$ cat src/rtl/pacman_pkg.sv
// Shared definitions for the Pac-Man motion controller: maze geometry
// defaults, direction encoding and the FSM state type.
package pacman_pkg;

  localparam int DEF_TILE_W = 16;
  localparam int DEF_MAZE_W = 40;
  localparam int DEF_MAZE_H = 30;

  localparam logic [1:0] DIR_UP    = 2'd0;
  localparam logic [1:0] DIR_DOWN  = 2'd1;
  localparam logic [1:0] DIR_LEFT  = 2'd2;
  localparam logic [1:0] DIR_RIGHT = 2'd3;

  typedef enum logic [2:0] {
    ST_IDLE,
    ST_CHK_TURN,
    ST_WAIT_T,
    ST_CHK_FWD,
    ST_WAIT_F,
    ST_MOVE
  } state_t;

  // Up/down and left/right pairs differ only in the low bit.
  function automatic logic [1:0] oppositeDir(input logic [1:0] d);
    return {d[1], ~d[0]};
  endfunction

endpackage

$ cat src/rtl/pacman_neighbor_tile.sv
// Combinational neighbour-tile lookup with wrap-around at the maze edges,
// so the tunnel rows and columns connect to the opposite side.
module pacman_neighbor_tile
  import pacman_pkg::*;
#(
  parameter int MAZE_W = DEF_MAZE_W,
  parameter int MAZE_H = DEF_MAZE_H
) (
  input  logic [5:0] i_tx,
  input  logic [4:0] i_ty,
  input  logic [1:0] i_dir,
  output logic [5:0] o_tx,
  output logic [4:0] o_ty
);

  localparam logic [5:0] LAST_X = 6'(MAZE_W - 1);
  localparam logic [4:0] LAST_Y = 5'(MAZE_H - 1);

  // Step one tile in the requested direction, wrapping at either edge.
  always_comb begin
    o_tx = i_tx;
    o_ty = i_ty;
    case (i_dir)
      DIR_UP:   o_ty = (i_ty == 5'd0)  ? LAST_Y : i_ty - 5'd1;
      DIR_DOWN: o_ty = (i_ty == LAST_Y) ? 5'd0  : i_ty + 5'd1;
      DIR_LEFT: o_tx = (i_tx == 6'd0)  ? LAST_X : i_tx - 6'd1;
      default:  o_tx = (i_tx == LAST_X) ? 6'd0  : i_tx + 6'd1;
    endcase
  end

endmodule

$ cat src/rtl/pacman_motion_ctrl.sv
// Per-frame Pac-Man position/direction controller. Latches the player's
// direction request, checks the wall ROM at tile boundaries and steps the
// sprite once per frame_tick.
module pacman_motion_ctrl
  import pacman_pkg::*;
#(
  parameter int TILE_W  = DEF_TILE_W,
  parameter int MAZE_W  = DEF_MAZE_W,
  parameter int MAZE_H  = DEF_MAZE_H,
  parameter int STEP    = 1,
  parameter int START_X = 304,
  parameter int START_Y = 368
) (
  input  logic       clk,
  input  logic       rst,
  input  logic       frame_tick,
  input  logic [3:0] btn_dir,
  output logic [5:0] wall_tx,
  output logic [4:0] wall_ty,
  output logic       wall_rd,
  input  logic       wall_q,
  output logic [9:0] pos_x,
  output logic [9:0] pos_y,
  output logic [1:0] dir,
  output logic       moving,
  output logic       busy
);

  localparam int         TSH    = $clog2(TILE_W);
  localparam logic [9:0] STEP10 = 10'(STEP);
  localparam logic [9:0] XLAST  = 10'(MAZE_W * TILE_W - STEP);
  localparam logic [9:0] YLAST  = 10'(MAZE_H * TILE_W - STEP);

  state_t     r_state, w_nextState;
  logic [9:0] r_posX, r_posY, w_stepX, w_stepY;
  logic [1:0] r_dir, r_reqDir, w_btnDir, w_queryDir;
  logic       r_reqValid, r_moving;
  logic [5:0] r_wallTx, w_curTx, w_nbTx;
  logic [4:0] r_wallTy, w_curTy, w_nbTy;
  logic       w_btnValid, w_aligned;
  logic       w_loadDir, w_clrReq, w_loadQuery, w_stop;

  assign w_curTx   = r_posX[TSH+5:TSH];
  assign w_curTy   = r_posY[TSH+4:TSH];
  assign w_aligned = (r_posX[TSH-1:0] == '0) && (r_posY[TSH-1:0] == '0);

  // Decode the button vector; anything other than exactly one bit is ignored.
  always_comb begin
    w_btnValid = 1'b1;
    w_btnDir   = DIR_LEFT;
    case (btn_dir)
      4'b1000: w_btnDir = DIR_UP;
      4'b0100: w_btnDir = DIR_DOWN;
      4'b0010: w_btnDir = DIR_LEFT;
      4'b0001: w_btnDir = DIR_RIGHT;
      default: w_btnValid = 1'b0;
    endcase
  end

  // Next-state logic plus the strobes that update direction, request and query address.
  always_comb begin
    w_nextState = r_state;
    w_loadDir   = 1'b0;
    w_clrReq    = 1'b0;
    w_loadQuery = 1'b0;
    w_stop      = 1'b0;
    w_queryDir  = r_dir;
    case (r_state)
      ST_IDLE: begin
        if (frame_tick) begin
          if (r_reqValid && (r_reqDir == oppositeDir(r_dir))) begin
            w_loadDir   = 1'b1;
            w_clrReq    = 1'b1;
            w_nextState = ST_MOVE;
          end else begin
            if (r_reqValid && (r_reqDir == r_dir))
              w_clrReq = 1'b1;
            if (w_aligned && r_reqValid && (r_reqDir != r_dir)) begin
              w_queryDir  = r_reqDir;
              w_loadQuery = 1'b1;
              w_nextState = ST_CHK_TURN;
            end else if (w_aligned) begin
              w_loadQuery = 1'b1;
              w_nextState = ST_CHK_FWD;
            end else begin
              w_nextState = ST_MOVE;
            end
          end
        end
      end
      ST_CHK_TURN: w_nextState = ST_WAIT_T;
      ST_WAIT_T: begin
        if (!wall_q) begin
          w_loadDir   = 1'b1;
          w_clrReq    = 1'b1;
          w_nextState = ST_MOVE;
        end else begin
          w_loadQuery = 1'b1;
          w_nextState = ST_CHK_FWD;
        end
      end
      ST_CHK_FWD: w_nextState = ST_WAIT_F;
      ST_WAIT_F: begin
        if (!wall_q) begin
          w_nextState = ST_MOVE;
        end else begin
          w_stop      = 1'b1;
          w_nextState = ST_IDLE;
        end
      end
      ST_MOVE: w_nextState = ST_IDLE;
      default: w_nextState = ST_IDLE;
    endcase
  end

  pacman_neighbor_tile #(
    .MAZE_W(MAZE_W),
    .MAZE_H(MAZE_H)
  ) u_neighbor (
    .i_tx (w_curTx),
    .i_ty (w_curTy),
    .i_dir(w_queryDir),
    .o_tx (w_nbTx),
    .o_ty (w_nbTy)
  );

  // One-step position update with pixel wrap for the tunnels.
  always_comb begin
    w_stepX = r_posX;
    w_stepY = r_posY;
    case (r_dir)
      DIR_UP:   w_stepY = (r_posY == 10'd0)  ? YLAST : r_posY - STEP10;
      DIR_DOWN: w_stepY = (r_posY >= YLAST)  ? 10'd0 : r_posY + STEP10;
      DIR_LEFT: w_stepX = (r_posX == 10'd0)  ? XLAST : r_posX - STEP10;
      default:  w_stepX = (r_posX >= XLAST)  ? 10'd0 : r_posX + STEP10;
    endcase
  end

  // FSM state register.
  always_ff @(posedge clk or posedge rst) begin
    if (rst) r_state <= ST_IDLE;
    else     r_state <= w_nextState;
  end

  // Datapath registers: request latch, direction, query address, position.
  always_ff @(posedge clk or posedge rst) begin
    if (rst) begin
      r_reqDir   <= DIR_LEFT;
      r_reqValid <= 1'b0;
      r_dir      <= DIR_LEFT;
      r_wallTx   <= '0;
      r_wallTy   <= '0;
      r_posX     <= 10'(START_X);
      r_posY     <= 10'(START_Y);
      r_moving   <= 1'b0;
    end else begin
      if (w_btnValid) begin
        r_reqDir   <= w_btnDir;
        r_reqValid <= 1'b1;
      end else if (w_clrReq) begin
        r_reqValid <= 1'b0;
      end
      if (w_loadDir)
        r_dir <= r_reqDir;
      if (w_loadQuery) begin
        r_wallTx <= w_nbTx;
        r_wallTy <= w_nbTy;
      end
      if (r_state == ST_MOVE) begin
        r_posX   <= w_stepX;
        r_posY   <= w_stepY;
        r_moving <= 1'b1;
      end else if (w_stop) begin
        r_moving <= 1'b0;
      end
    end
  end

  assign wall_rd = (r_state == ST_CHK_TURN) || (r_state == ST_CHK_FWD);
  assign wall_tx = r_wallTx;
  assign wall_ty = r_wallTy;
  assign pos_x   = r_posX;
  assign pos_y   = r_posY;
  assign dir     = r_dir;
  assign moving  = r_moving;
  assign busy    = (r_state != ST_IDLE);

endmodule

$ cat config.mk
export PLATFORM = sky130hd
export DESIGN_NAME = pacman_motion_ctrl
export DESIGN_NICKNAME = d
export VERILOG_FILES = /design/src/rtl/pacman_pkg.sv /design/src/rtl/pacman_neighbor_tile.sv /design/src/rtl/pacman_motion_ctrl.sv
export SDC_FILE = /design/constraint.sdc
export NUM_CORES = 1
export LEC_CHECK = 0
export ABC_AREA = 1
export BUFFER_PORTS_ARGS = -buffer_cell sky130_fd_sc_hd__buf_2
export CORE_MARGIN = 3
export CORE_UTILIZATION = 49
export CTS_CLUSTER_DIAMETER = 50
export DETAILED_ROUTE_END_ITERATION = 8
export GPL_TIMING_DRIVEN = 0
export PLACE_DENSITY = 0.68
export SLEW_MARGIN = 10
export SYNTH_ARGS = -nofsm -noshare
export SYNTH_HDL_FRONTEND = slang
export SYNTH_HIERARCHICAL = 1
export SYNTH_SLANG_ARGS = --single-unit
$ cat constraint.sdc
create_clock -name clk -period 4.4 [get_ports clk]
set_input_delay 0.66 -clock clk [delete_from_list [all_inputs] [get_ports clk]]
set_output_delay 0.66 -clock clk [all_outputs]
set_load 0.005 [all_outputs]
==> Word level (Yosys, flattened, before mapping) <==
Cells that the tools add are included.
{ "word_totals": {"latch_bits": 0, "output_inout_bits": 36, "mem_count": 0, "mem_bits_ro": 0, "in_bits": 8, "ram_bits": 0, "elab_cells": 108, "ff_bits": 40} }
{ "op_classes": {"multipliers": 0, "reduce_logical": 24, "div": 0, "addsub": 8, "n_eq_ne": 19, "mux": 44, "n_shift": 0, "n_lt_le_gt_ge": 2, "bitwise": 2} }
{ "op_table": {"columns": ["operator", "count"], "rows": [
  ["$mux W10", 4],
  ["$pmux W10 S2", 2],
  ["$add A10 B1 Y10 const B", 2],
  ["$logic_not A10 Y1", 2],
  ["$sub A10 B1 Y10 const B", 2],
  ["$mux W3", 6],
  ["$mux W1", 17],
  ["$pmux W3 S5", 1],
  ["$mux W6", 2],
  ["$pmux W6 S2", 1],
  ["$ge A10 B10 Y1 const B", 1],
  ["$ge A10 B9 Y1 const B", 1],
  ["$mux W5", 2],
  ["$pmux W5 S2", 1],
  ["$logic_not A4 Y1", 2],
  ["$mux W2", 4],
  ["$add A6 B1 Y6 const B", 1],
  ["$eq A3 B2 Y1 const B", 2],
  ["$eq A3 B3 Y1 const B", 2],
  ["$eq A6 B6 Y1 const B", 1],
  ["$logic_not A6 Y1", 1],
  ["$pmux W1 S2", 3],
  ["$pmux W2 S3", 1],
  ["$reduce_bool A2 Y1", 3],
  ["24 further kinds", 35]
]} }

==> Depth between registers and ports, before layout <==
Gate-level depths: netlist of the first run.
{ "logic_depth": {"depth_word": 11, "depth_mapped": 15, "mapped_depth_nobuf": 15} }

==> Hierarchy <==
Netlist of the first run, hierarchy kept.
{ "modules_own_cells": {"columns": ["module", "area_per_inst_um2", "seq_area_each_um2", "cells_per_inst", "n_inst"], "rows": [
  ["pacman_motion_ctrl", 2787.7, 1012.2, 439, 1],
  ["pacman_neighbor_tile", 645.6, 0.0, 123, 1]
]} }

==> Worst setup path after synthesis of the first run <==
No wires, ideal clock.
{ "synth_timing": {"kind": "register to register", "startpoint": "reg r_posX[0], in the netlist pos_x[0]", "endpoint": "reg r_wallTx[2], in the netlist wall_tx[2]", "required_time_ns": 4.334, "period_less_slack_ns": 2.285, "slack_ns": 2.115, "arrival_time_ns": 2.219, "stages_incl_launch_ff": 14, "setup_time_ns": 0.066, "n_path_buf": 0, "path_cell_list": "dfrtp_1 > inv_1 > ha_1 > nand3_1 > nor2_1 > nand4_1 > o21ai_1 > inv_4 > nor2_8 > nand2_2 > nand2_2 > xor2_2 > nand2_1 > nand2_1"} }
{ "synth_via": {"elab_chain_len": 11, "word_cells_on_any_way": 18, "cone_classes": "2 x eq/ne; 10 x mux; 6 x reduce/logical"} }
{ "synth_rtl": {"columns": ["item", "line", "rtl"], "rows": [
  ["start, declared", "pacman_motion_ctrl.sv:35", "logic [9:0] r_posX, r_posY, w_stepX, w_stepY;"],
  ["start signal, assigned", "pacman_motion_ctrl.sv:153", "r_posX <= 10'(START_X);"],
  ["start signal, assigned", "pacman_motion_ctrl.sv:170", "r_posX <= w_stepX;"],
  ["$logic_not A4 Y1 (*)", "pacman_motion_ctrl.sv:45", "assign w_aligned = (r_posX[TSH-1:0] == '0) && (r_posY[TSH-1:0] == '0);"],
  ["$logic_and A1 B1 Y1 (*)", "pacman_motion_ctrl.sv:45", null],
  ["$logic_and A1 B1 Y1 (*) (2 in a row)", "pacman_motion_ctrl.sv:78", "if (w_aligned && r_reqValid && (r_reqDir != r_dir)) begin"],
  ["$mux W2 (*)", "pacman_motion_ctrl.sv:78", null],
  ["$mux W2 (*)", "pacman_motion_ctrl.sv:71", "if (r_reqValid && (r_reqDir == oppositeDir(r_dir))) begin"],
  ["$mux W2 (*)", "pacman_motion_ctrl.sv:70", "if (frame_tick) begin"],
  ["$mux W2 (*)", "pacman_motion_ctrl.sv:68", "case (r_state)"],
  ["via w_queryDir[1]", "pacman_motion_ctrl.sv:36", "logic [1:0] r_dir, r_reqDir, w_btnDir, w_queryDir;"],
  ["$eq A2 B1 Y1 or $logic_not A2 Y1 (tied branches)", "pacman_neighbor_tile.sv:23", "case (i_dir)"],
  ["$reduce_or A2 Y1 (no line)", null, null],
  ["$pmux W6 S2 (*)", "pacman_neighbor_tile.sv:23", null],
  ["via w_nbTx[2]", "pacman_motion_ctrl.sv:38", "logic [5:0] r_wallTx, w_curTx, w_nbTx;"],
  ["end signal, assigned", "pacman_motion_ctrl.sv:166", "r_wallTx <= w_nbTx;"],
  ["end, declared", "pacman_motion_ctrl.sv:38", null]
]} }
Mark *: on every way through the listed nets, which the timed path passes. The rest lies on a longest branch.
A chain may end at the register's enable or synchronous reset.

==> Final worst setup path of the first run <==
Ends and elaborated chain as after synthesis.

==> results.toml, run 1 <==
[timing]
fin_skew_ns = 0.00361
drv_slew = 0
setup_violations = 0
tns_ns = 0
slew_headroom = 0.534
fmax_mhz = 358
hold_viol_final = 0
min_period_ns = 2.79
setup_ws_ns = 1.61
period_share = 0.635
worst_hold_slack_ns = 0.237
worst_pin_slew_ns = 0.694
rsz0062_at_grt = "no"

[final_layout]
multi_input_area_um2 = 2110
fin_cells = 707
fillers = 660
diodes = 0
final_nets = 632
area_growth_pct = 13.5
seqCellArea_um2 = 1010
final_cell_area_um2 = 3900
drive_gt1_frac = 0.140
final_util = 0.593

[route]
first_iter_violations = 249
vias_per_cell = 5.19
vias = 3667
drc_errors = 0
ant_nets = 0
totalWireLength_um = 8670
drt-pass1-iter-count = 5
post_drt_wl_per_cell_um = 12.3

[clocking]
postCtsHoldBufs = 0
h-tree-depth = 2
cts.clk_slew.worst_paths_ns = 0.09
clockBufferDepth = 2
numClockSinks = 40
cts.repair.resized = 0
root_buffer = "clkbuf_8"
numCtsBuffers = 5
clk_latency_ns = 0.30
cts_tree = "done"
cts_setup_buffers = 0

[synthesis]
yosysTopAreaCell = "nand2_1"
synth.area.top_cells = "nand2_1, dfrtp_1, nand3_1"
synthDistinctLibCells = 35
synth_ff_type = "dfrtp_1"
synth-seq-area-share = 0.295
yosysTopAreaCellShare = 0.227
syn_area_um2 = 3430
synth_edf_count = 0
synth_nets = 581
synth_common_cells = "nand2_1, nand3_1, inv_1, nor2_1"
ys_ff_latch = 40
synth.avg_cell_area_um2 = 6.11
syn_inst = 562
async_reset_ff_frac = 1.00
yosysMostFrequentCell = "nand2_1"
ys_warn_count = 6

[worst_setup_path]
crit_family = "simple AND/OR/NAND/NOR gates"
critPathRequiredTime_ns = 4.64
arrival_ns = 3.03
critical_path_class = "register to register"
reg2regPathDepth = 13
end_kind = "register"
cp_max_fo = 8
worst-path-stages = 13
critPathSlowestCell = "o21ai_1"
rrSetupSlack_ns = 1.61
max_stage_delay_ns = 0.61
critical_path_buf_inv_count = 2
path_cells = "inv_1 > ha_1 > nand3_1 > nor2_1 > nand4_1 > o21ai_1 > inv_4 > nor2_8 > nand2_2 > nand2_2 > xor2_2 > nand2_1 > nand2_1"
start_kind = "register"

[floorplan]
start_util = 0.523
core_um2 = 6570
ios = 44
die_h_um = 89.7
num_rows = 29
die_w_um = 89.7
die_area_um2 = 8050

[placement]
gp_congestion = 0.941
io_buffer_count = 43
dp_hpwl_um = 6420
pre_cts_slack_ns = 1.59
placed_area_um2 = 3780
place_inst = 699

[global_route]
antenna_found_initial = 0
grt_max_degree = 36
grt_use_total = 0.218
overflow = 0
grt_pass1_vias = 3273
grt_pass1_wl_um = 15000

[pwr]
leakage_nw = 2.15
power_mw = 2.68
vdd_drop_max_v = 0.000363
power_density_nw_per_um2 = 688

[outcome]
outcome = "finished, final reports clean"

[job]
maxCapViolCount = 0

[hold_path]
hold_class = "input pin to async pin"
## layout make-up
class,count,share of cell area
plain buffers,9,0.0116
flip-flops and latches,40,0.260
well taps,93,0.0299
inverters,71,0.0690
multi-input cells,442,0.541
clock inverters,3,0.0109
clock buffers,5,0.0177
repair buffers,44,0.0604
## logic make-up (layout without fill, tap and decap cells)
family                     count (synthesis)  count (layout)  synth area share
adders and majority gates                 11              11            0.0401
buffers and inverters                     80             132            0.0915
AOI/OAI and AO/OA                         53              53            0.0842
DFF                                       40              40             0.295
xor gates and xnor gates                  14              14            0.0379
and+or+nand+nor                          364             364             0.452
## placed cells by master, fill, tap and decap left out, types with 2 or more instances in the layout
cell type | Yosys | routed
nor2_1 | 56 | 56
nand2_2 | 3 | 3
nor2_4 | 2 | 2
ha_1 | 11 | 11
xor2_1 | 11 | 11
clkbuf_8 | 0 | 5
o211ai_1 | 5 | 5
a21oi_1 | 8 | 8
dfrtp_1 | 31 | 31
nand3b_1 | 2 | 2
nand2_1 | 208 | 208
nor2_2 | 7 | 7
inv_2 | 2 | 3
o21ai_1 | 4 | 4
nand4_1 | 8 | 8
nor3_1 | 5 | 5
inv_1 | 68 | 67
o21ai_0 | 31 | 31
nand3_1 | 69 | 69
dfstp_2 | 9 | 9
xnor2_1 | 2 | 2
buf_2 | 6 | 49
## sequential cells by signal (all words and copies together) (netlist names)
register    count
dir             2
moving          1
pos_x          10
pos_y          10
r_reqDir        2
r_reqValid      1
r_state         3
wall_tx         6
wall_ty         5
## power breakdown
| group | internal (mW) | leakage (nW) | switching, mW | total [mW] |
|---|---|---|---|---|
| registers | 0.540 | 0.487 | 0.238 | 0.778 |
| clock network | 0.168 | 0.0541 | 0.144 | 0.312 |
| logic | 0.601 | 1.61 | 0.989 | 1.59 |
## worst reg2reg max path: cells and delay by family (launching register included)
| kind | cells | cell delay [ns] |
|---|---|---|
| AND/OR/NAND/NOR | 8 | 1.07 |
| AO/OA/AOI/OAI | 1 | 0.61 |
| buffers and inverters | 2 | 0.28 |
| adder cells (fa/ha/maj) | 1 | 0.21 |
| flip-flops | 1 | 0.44 |
| XOR/XNOR | 1 | 0.12 |
## path summary, 6_finish.rpt
check                      startpoint          end
hold reg to reg            wall_ty[4]   wall_ty[4]
min in group clk           wall_ty[4]   wall_ty[4]
max in group asynchronous         rst  r_reqDir[1]
setup / recovery             pos_x[0]   wall_tx[2]
hold / removal                    rst     pos_y[2]
setup reg to reg             pos_x[0]   wall_tx[2]
## per-layer routing
| layer | vias up | wire, µm | global-route usage |
|---|---|---|---|
| li1 | 1883 | - | - |
| met1 | 1687 | 4240 | 0.307 |
| met2 | 90 | 3960 | 0.355 |
| met3 | 7 | 401 | 0.0275 |
| met4 | 0 | 69 | 0.0549 |
| met5 | - | 0 | 0 |
(Power assumes the default switching activity.)
==> run 2, diff against run 1 <==
==> constraint.sdc (replaced) <==
create_clock -name clk -period 2.7 [get_ports clk]
set_input_delay 0.405 -clock clk [delete_from_list [all_inputs] [get_ports clk]]
set_output_delay 0.405 -clock clk [all_outputs]
set_load 0.005 [all_outputs]
==> run 2 against run 1 <==
Net effect: final area rose by 1.1%; clock skew is 0.0011 ns lower; first-iteration DRC count fell by 21%; worst hold slack improved by 0.14 ns; wire length is 0.31% higher; clock power up 63%; critical path type unchanged; largest cell class unchanged.
==> results.toml, run 2 (synthesis results as in run 1) <==
[worst_setup_path]
critPathRequiredTime_ns = 2.94
critPathSlowestCell = "dfrtp_1"
critical_path_class = "register to register"
crit_top_cell = "nand2_1"
arrival_ns = 2.70
start_kind = "register"
cp_max_fo = 8
end_kind = "register"
path_cells = "inv_1 > ha_1 > nand3_1 > nor2_2 > nand4_1 > buf_4 > nand2_1 > o21ai_4 > inv_4 > nand2_1 > nor2_2 > nand2_1 > o211ai_1 > nand2_1 > nand2_1"
max_stage_delay_ns = 0.44

[global_route]
grt_use_total = 0.218
grt_pass1_vias = 3270
grt_pass1_wl_um = 14900
overflow = 0
grt_max_degree = 36
antenna_found_initial = 0

[outcome]
outcome = "finished, final reports clean"

[clocking]
cts_tree = "done"
h-tree-depth = 2
cts.clk_slew.worst_paths_ns = 0.08
numCtsBuffers = 5
numClockSinks = 40
root_buffer = "clkbuf_8"
clk_latency_ns = 0.30
clockBufferDepth = 2

[final_layout]
fillers = 655
layout_commonest_cell = "nand2_1"
area_growth_pct = 14.7
final_cell_area_um2 = 3940
final_cell_mix = "nand2_1, nand3_1, inv_1"
fin_cells = 709
final_util = 0.600
drive_gt1_frac = 0.146
final_nets = 634
diodes = 0

[floorplan]
die_area_um2 = 8050
ios = 44
num_rows = 29
die_h_um = 89.7
core_um2 = 6570
die_w_um = 89.7
start_util = 0.523

[pwr]
leakage_nw = 2.16
power_density_nw_per_um2 = 1120
vdd_drop_max_v = 0.000590

[timing]
drv_slew = 0
slew_headroom = 0.649
fin_skew_ns = 0.00254
period_share = 0.909
rsz0062_at_grt = "no"
setup_violations = 0
worst_pin_slew_ns = 0.526
fmax_mhz = 407
hold_viol_final = 0
tns_ns = 0
min_period_ns = 2.45

[placement]
placed_area_um2 = 3780
place_inst = 699
gp_congestion = 0.941
dp_hpwl_um = 6420
io_buffer_count = 43

[route]
drt-pass1-iter-count = 4
vias = 3669
post_drt_wl_per_cell_um = 12.3
drc_errors = 0
ant_nets = 0
first_iter_violations = 196
totalWireLength_um = 8700
vias_per_cell = 5.17

[job]
maxCapViolCount = 0

[hold_path]
hold_class = "input pin to register"
-- run 2: area by class of cell --
cell class                 instances  area (µm²)  share of cell area
tap                               93         116              0.0295
inverter                          71         269              0.0683
buffer                             9        45.0              0.0114
sequential                        40        1010               0.257
clock inverter                     3        42.5              0.0108
clock buffer                       5        68.8              0.0175
timing repair buffer              46         253              0.0642
multi-input combinational        442        2130               0.541
-- run 2: path summary, 6_finish.rpt --
check | start | to | slack [ns] | cells after the start
worst max-delay path | pos_x[0] | wall_ty[1] | 0.25 | 15
worst min-delay path | frame_tick | r_state[0] | 0.38 | 3
worst max register to register | pos_x[0] | wall_ty[1] | 0.25 | 15
worst min register to register | wall_ty[4] | wall_ty[4] | 0.50 | 2
max in group asynchronous | rst | pos_x[5] | 1.68 | 4
min in group asynchronous | rst | pos_y[2] | 0.53 | 3
-- run 2: through the flow --
stage	setup slack [ns]	hold slack [ns]	power [mW]
after global routing	0.0186	0.399	4.88
after CTS	0.0469	0.370	4.39
final	0.246	0.378	4.40
after global placement	-0.0807	0.483	3.81
after floorplan	0.415	0.478	3.12
after detailed placement	-0.111	0.306	3.86
-- run 2: what timing repair did --
action | 4_1_cts | 5_1_grt
cloned | 0 | 0
endpoints found under the setup margin | 11 | 11
endpoints found under the hold margin | 2 | 0
hold buffers | 1 | 0
gates resized for setup | 2 | 3
pin swaps | 0 | 1
buffers inserted | 0 | 1
-- run 2: routing by layer --
metal	GRT usage	vias to the layer above	wire length, µm
met5	0	-	0
met4	0.0549	0	99
met3	0.0275	11	370
met2	0.355	85	3920
met1	0.307	1685	4310
li1	-	1888	-
-- run 2: power by group --
group	switching [mW]	leakage (nW)	total (mW)	internal, mW
combinational	1.63	1.62	2.62	0.993
clock	0.235	0.0541	0.509	0.274
sequential	0.391	0.487	1.27	0.881
-- run 2: critical path: cells and delay by family (launching register included) --
kind / cells / cell delay (ns)
AOI/OAI and AO/OA: 2 / 0.20
adders and majority gates: 1 / 0.21
buffers and inverters: 3 / 0.43
DFF: 1 / 0.44
and+or+nand+nor: 9 / 1.11
==> run 3, diff against run 2 <==
--- a/config.mk
+++ b/config.mk
@@ -12,6 +12,7 @@
 export CTS_CLUSTER_DIAMETER = 50
 export DETAILED_ROUTE_END_ITERATION = 8
 export GPL_TIMING_DRIVEN = 0
+export MAX_ROUTING_LAYER = met4
 export PLACE_DENSITY = 0.68
 export SLEW_MARGIN = 10
 export SYNTH_ARGS = -nofsm -noshare
==> run 3 against run 2 <==
Net effect: clock power is 21% lower; non-clock buffer count shrank 1; clock skew rose by 0.0023 ns; setup slack got worse by 0.029 ns; highest routed layer unchanged; critical path type unchanged.
==> results.toml, run 3 (synthesis results as in run 1) <==
[placement]
io_buffer_count = 43
dp_hpwl_um = 6500
placed_area_um2 = 3780
gp_congestion = 0.933

[pwr]
pwr-share-comb = 0.612
vdd_drop_max_v = 0.000609
power_density_nw_per_um2 = 1100
leakage_nw = 2.15
p_switching_mw = 2.25
power_mw = 4.30
seq_power_share = 0.295
internal_power_mw = 2.05
p_sw_frac = 0.523
p_clk_frac = 0.094

[timing]
worst_pin_slew_ns = 0.533
worst_hold_slack_ns = 0.0674
fin_skew_ns = 0.00483
slew_headroom = 0.645
min_period_ns = 2.48
fmax_mhz = 403
drv_slew = 0
hold_viol_final = 0
setup_violations = 0
period_share = 0.920

[final_layout]
area_growth_pct = 13.6
multi_input_area_um2 = 2130
final_cell_mix = "nand2_1, nand3_1, inv_1"
final_cell_area_um2 = 3900
diodes = 0
drive_gt1_frac = 0.143
fillers = 681
final_nets = 633
seqCellArea_um2 = 1010
layout_commonest_cell = "nand2_1"

[global_route]
grt_pass1_vias = 3253
grt_max_degree = 28
antenna_found_initial = 0
grt_pass1_wl_um = 15000
overflow = 0
grt_use_total = 0.223

[floorplan]
ios = 44
die_h_um = 89.7
num_rows = 29
start_util = 0.523
die_w_um = 89.7
core_um2 = 6570
die_area_um2 = 8050

[clocking]
cts.clk_slew.worst_paths_ns = 0.08
numCtsBuffers = 5
postCtsHoldBufs = 0
numClockSinks = 40
clk_latency_ns = 0.29
root_buffer = "clkbuf_8"
h-tree-depth = 2
cts_tree = "done"
clockBufferDepth = 2

[outcome]
outcome = "finished, final reports clean"

[route]
vias_per_cell = 5.15
post_drt_wl_per_cell_um = 12.4
first_iter_violations = 194
drc_errors = 0
ant_nets = 0
drt-pass1-iter-count = 4
vias = 3645
totalWireLength_um = 8750

[worst_setup_path]
critPathRequiredTime_ns = 2.94
arrival_ns = 2.72
end_kind = "register"
start_kind = "register"
cp_max_fo = 8
rrSetupSlack_ns = 0.22
critical_path_class = "register to register"

[hold_path]
hold_class = "input pin to async pin"

[job]
maxCapViolCount = 0
run 3: cell types whose count changed in the layout (fill, tap and decap cells not counted):
cell / delta
bufinv_16: -1
clkinvlp_4: -1
clkbuf_1: +2
dlygate4sd3_1: -1
run 3: worst paths after layout:
| path | startpoint | endpoint | cells after the start |
|---|---|---|---|
| worst min-delay path | rst | pos_y[0] | 2 |
| worst min register to register | wall_ty[2] | wall_ty[2] | 2 |
| min in group clk | frame_tick | r_state[0] | 3 |
| worst max register to register | pos_x[0] | wall_ty[3] | 15 |
| max in group asynchronous | rst | pos_x[5] | 3 |
| worst max-delay path | pos_x[0] | wall_ty[3] | 15 |
run 3: through the flow:
stage          utilization  std cells  TNS [ns]  setup WS (ns)
6_report             0.594        708         0          0.217
5_1_grt              0.594        708   -0.0276        -0.0179
4_1_cts              0.590        707         0         0.0751
3_5_place_dp         0.576        699    -0.700         -0.109
3_3_place_gp         0.573        698    -0.447        -0.0765
2_1_floorplan            -        562         0          0.415
run 3: routing by layer:
| metal | global-route usage | part of all wire |
|---|---|---|
| met3 | 0.0317 | 0.045 |
| met1 | 0.313 | 0.49 |
| met5 | - | 0 |
| met4 | 0.0511 | 0.0061 |
| met2 | 0.345 | 0.46 |
run 3: power by group through the flow:
stage	registers, mW	logic, mW	clock network [mW]
after global routing	1.32	3.01	0.442
after CTS	1.27	2.60	0.413
after floorplan	1.21	1.92	0
after detailed placement	1.28	2.59	0
final	1.27	2.63	0.403
after global placement	1.27	2.53	0
run 3: final cells by class:
cell class | instances | share of cell area
Sequential cell | 40 | 0.260
Tap cell | 93 | 0.0298
Clock buffer | 7 | 0.0196
Inverter | 71 | 0.0690
Clock inverter | 1 | 0.00128
Multi-Input combinational cell | 442 | 0.547
Timing Repair Buffer | 45 | 0.0623
Buffer | 9 | 0.0116
run 3: worst max-delay path: stages (launching register included):
cell	delay, ns
dfrtp_1	0.43
inv_1	0.11
ha_1	0.22
nand3_1	0.20
nor2_2	0.20
nand4_1	0.12
buf_4	0.17
nand2_1	0.10
o21ai_4	0.12
inv_4	0.15
nand2_1	0.08
nor2_2	0.22
o21ai_1	0.10
nand3_1	0.10
nand2_1	0.06
nand2_1	0.05
run 3: timing repair:
action / 4_1_cts / 5_1_grt
pin swaps: 0 / 1
setup buffers: 0 / 1
endpoints found under the setup margin: 11 / 11
gates resized for setup: 2 / 3
